[config.mk]
export PLATFORM = sky130hd
export DESIGN_NAME = pipe_skid_reg
export DESIGN_NICKNAME = d
export VERILOG_FILES = /design/src/rtl/pipe_pkg.sv /design/src/rtl/pipe_skid_reg.sv
export SDC_FILE = /design/constraint.sdc
export NUM_CORES = 1
export LEC_CHECK = 0
export ABC_AREA = 1
export BUFFER_PORTS_ARGS = -buffer_cell sky130_fd_sc_hd__buf_2
export CAP_MARGIN = 20
export CORE_MARGIN = 4
export CORE_UTILIZATION = 35
export CTS_CLUSTER_SIZE = 8
export DETAILED_ROUTE_END_ITERATION = 10
export PLACE_DENSITY = 0.56
export SLEW_MARGIN = 10
export SYNTH_ARGS = -nofsm -noshare
export SYNTH_HDL_FRONTEND = slang
export SYNTH_SLANG_ARGS = --single-unit
[constraint.sdc]
create_clock -name clk -period 1.5 [get_ports clk]
set_clock_uncertainty 0.15 [all_clocks]
set_input_delay 0.15 -clock clk [delete_from_list [all_inputs] [get_ports clk]]
set_output_delay 0.15 -clock clk [all_outputs]
set_load 0.005 [all_outputs]
[src/rtl/pipe_pkg.sv]
// pipe_pkg: shared state encoding and NOP constant for the pipeline stage registers
package pipe_pkg;
  localparam logic [1:0] ST_EMPTY = 2'd0;
  localparam logic [1:0] ST_ONE = 2'd1;
  localparam logic [1:0] ST_TWO = 2'd2;
  localparam logic [15:0] NOP = 16'h0000;
endpackage

[src/rtl/pipe_skid_reg.sv]
// pipe_skid_reg: valid/ready stage register with 2-entry skid buffer and flush
module pipe_skid_reg
  import pipe_pkg::*;
#(
  parameter int unsigned WIDTH = 16,
  parameter logic [WIDTH-1:0] BUBBLE = WIDTH'(NOP)
) (
  input  logic             clk,
  input  logic             reset,
  input  logic             flush,
  input  logic             in_valid,
  input  logic [WIDTH-1:0] in_data,
  output logic             in_ready,
  output logic             out_valid,
  output logic [WIDTH-1:0] out_data,
  input  logic             out_ready,
  output logic [1:0]       level
);
  logic [1:0] state, state_nx;
  logic [WIDTH-1:0] main, main_nx, skid, skid_nx;
  logic in_fire, out_fire;
  assign in_fire = in_valid & in_ready;
  assign out_fire = out_valid & out_ready;
  // state and data registers; reset and flush both return to an empty, bubble-filled stage
  always_ff @(posedge clk) begin
    if (reset) begin
      state <= ST_EMPTY;
      main <= BUBBLE;
      skid <= BUBBLE;
    end else begin
      state <= state_nx;
      main <= main_nx;
      skid <= skid_nx;
    end
  end
  // next state: head in main, overflow in skid, skid drains into main when head leaves
  always_comb begin
    state_nx = state;
    main_nx = main;
    skid_nx = skid;
    if (flush) begin
      state_nx = ST_EMPTY;
      main_nx = BUBBLE;
      skid_nx = BUBBLE;
    end else begin
      case (state)
        ST_EMPTY: begin
          state_nx = in_fire ? ST_ONE : ST_EMPTY;
          main_nx = in_fire ? in_data : main;
        end
        ST_ONE: begin
          state_nx = (in_fire == out_fire) ? ST_ONE : in_fire ? ST_TWO : ST_EMPTY;
          main_nx = in_fire && out_fire ? in_data : out_fire ? BUBBLE : main;
          skid_nx = in_fire && !out_fire ? in_data : skid;
        end
        ST_TWO: begin
          state_nx = out_fire ? ST_ONE : ST_TWO;
          main_nx = out_fire ? skid : main;
          skid_nx = out_fire ? BUBBLE : skid;
        end
        default: begin
          state_nx = ST_EMPTY;
          main_nx = BUBBLE;
          skid_nx = BUBBLE;
        end
      endcase
    end
  end
  // outputs decode registers only, so downstream stalls never reach in_ready combinationally
  always_comb begin
    in_ready = state != ST_TWO;
    out_valid = state != ST_EMPTY;
    out_data = main;
    level = state;
  end
endmodule

==> out/results.ini <==
[power_and_ir_drop]
p_clk_share_pct = 35.5
vdd_drop_max_mv = 0.398
p_int_mw = 1.42
p_leak_nw = 1.19
p_sw_uw = 550
power_frac_comb_pct = 17.4
switching_share_pct = 27.9
power_frac_seq_pct = 47.2
power_density_mw_per_mm2 = 800

[drt]
wl_um = 5680
route.vias.total = 2118
drtIter0Drc = 146
dr.pass1.iters = 5
via_per_inst = 4.96
ant_nets = 0
post_drt_wl_per_cell_um = 13.3
drc_errors = 0

[cts]
htreeDepth = 2
clock_path_buffers = 2
numCtsBuffers = 5
cts-root-buf = clkbuf_8
cts_sinks = 34
clock_latency_ns = 0.28
cts_setup_buffers = 0
postCtsHoldBufs = 0
clk_pin_slew_ns = 0.07
cts_tree = built

[yosys]
synth_largest_area_cell = dfxtp_1
avgSynthCellArea_um2 = 6.45
yosysTopAreaCellShare_pct = 34.7
yosysMostFrequentCell = nand2_1
syn_area_mm2 = 0.00196
synth_edf_count = 0
async_flop_share_pct = 0
yosysWarningCount = 0
synth-seq-cells = 34
synthDistinctLibCells = 22
synth_area_leaders = dfxtp_1, nand2_1, nand3_1
synth.net_count = 325
synthCells = 304
yosysSeqAreaShare_pct = 34.7
ys.flop_type = dfxtp_1
synth.top_cells.by_count = nand2_1, nand3_1, inv_1, dfxtp_1, a21oi_1

[placed_design]
port-buffer-count = 40
gp_congestion = 0.807
dp_hpwl_um = 4070
dpl.cell_count = 420
pre_cts_ws_ns = -0.000352

[critical_path]
critPathKind = reg -> out
crit_required_ns = 1.20
cp_slowest_cell = dfxtp_4
reg2regPathDepth = 7
rrSetupSlack_ns = 0.08
timing.rr.end = out_data[9]
crit_arrival_ns = 1.12
cp-start-kind = flip-flop
crit_path_max_fanout = 10
worstReg2RegStart = level[1]
slowest_delay_ns = 0.39
worstPathCellList = buf_4 -> buf_8 -> nand2_1 -> buf_2
cp-end-kind = output port

[layout]
layout-drive-gt1-share_pct = 24.9
fillers = 579
layout.cells.non_filler = 427
final_nets = 377
area.growth.synth_to_final_pct = 25.7
diodes = 0
final_util_pct = 46.7

[worst_hold_path]
holdPathStages = 3
worstHoldEndpoint = level[1]
worstHoldPathType = in -> reg
min_from = in_valid

[die]
start_util_pct = 37.2
placementRows = 26
die_h_um = 82.8
dieArea_mm2 = 0.00686
core-area_mm2 = 0.00527
fp.dieW_um = 82.8
ioPinCount = 41

[global_route]
antenna_found_initial = 0
gr-total-overflow = 0
grt_max_degree = 35
grt_pass1_wl_um = 9670
grt_usage_pct = 16.9
grt_pass1_vias = 2016

[timing]
drv_slew = 0
fmax_mhz = 704
fin_crit_ns = 1.42
finalHoldViolCount = 0
fin_crit_sh_pct = 94.7
finalSetupViolCount = 0
worst_slew_pin_slew_ns = 0.211
tns_ns = 0
relSlewSlack_pct = 85.9
setup_slack_ns = 0.0789
grt_setup_unrepaired = true

[job]
max_cap_violations = 0

[status]
status = finished, final reports clean

[worst max-delay path by stage]
stage                  start          end  slack [ns]  cells after the start
floorplan           level[0]  out_data[0]      0.0003                      8
global placement    level[1]      skid[7]        0.03                      7
detailed placement  level[0]  out_data[6]     -0.0004                      7
CTS                 level[1]     in_ready        0.02                      4
global route        level[1]  out_data[5]       -0.02                      7
finish              level[1]     in_ready        0.08                      4
[power groups by stage]
stage          logic, mW  clock network (mW)  registers (mW)
2_1_floorplan      0.203                   0           0.951
3_3_place_gp       0.337                   0           0.951
3_5_place_dp       0.337                   0           0.952
4_1_cts            0.339               0.731           0.931
5_1_grt            0.383               0.764           0.932
6_report           0.342               0.700           0.930
[metrics by stage]
step	hold slack, ns	area, um^2	total power, mW
floorplan	0.169	1960	1.15
global placement	0.301	2350	1.29
detailed placement	0.307	2350	1.29
CTS	0.0202	2440	2.00
global route	0.0268	2460	2.08
finish	0.0317	2460	1.97
[metal layers]
metal	up-vias	track usage, %	wire (um)
met2	59	26.7	2600
met1	959	23.4	2690
li1	1095	-	-
met4	0	3.57	38
met3	5	3.76	352
met5	-	0	0
[critical path: cells and delay by family (launching register included)]
kind	cells	cell delay [ns]
AND/OR/NAND/NOR	1	0.06
flip-flops	1	0.39
buffers and inverters	3	0.39
[final cells by class]
type	instances	area [um^2]	area share [%]
multi-input cells	213	1020	41.4
clock inverters	1	5.00	0.203
repair buffers	64	433	17.6
inverters	38	145	5.89
well taps	70	87.6	3.56
clock buffers	7	86.3	3.50
flip-flops and latches	34	686	27.8
[flip-flops by register name, indices dropped and copies added, names as in the netlist]
name      cells
out_data     16
skid         16
level         2
[cell usage in the layout, fill, tap and decap left out, types with 6 or more instances in the layout]
cell type	n
nand4_1	17
buf_4	18
clkbuf_8	6
nand2_1	82
buf_2	40
nand3_1	49
dfxtp_1	32
inv_1	33
a21oi_1	33
nor2_1	19
[logic make-up (layout without fill, tap and decap cells)]
kind of cell,after synthesis,count (layout),share of synthesized area [%]
flip-flops,34,34,34.7
AND/OR/NAND/NOR,176,176,41.0
buffers and inverters,57,110,13.7
AO/OA/AOI/OAI,37,37,10.6
[timing repair]
action                                  CTS  global route
pin swaps                                 0             1
endpoints found under the hold margin     0             0
endpoints found under the setup margin    6            19
resized for setup                         2            10
Power figures use the tool's default switching activity.
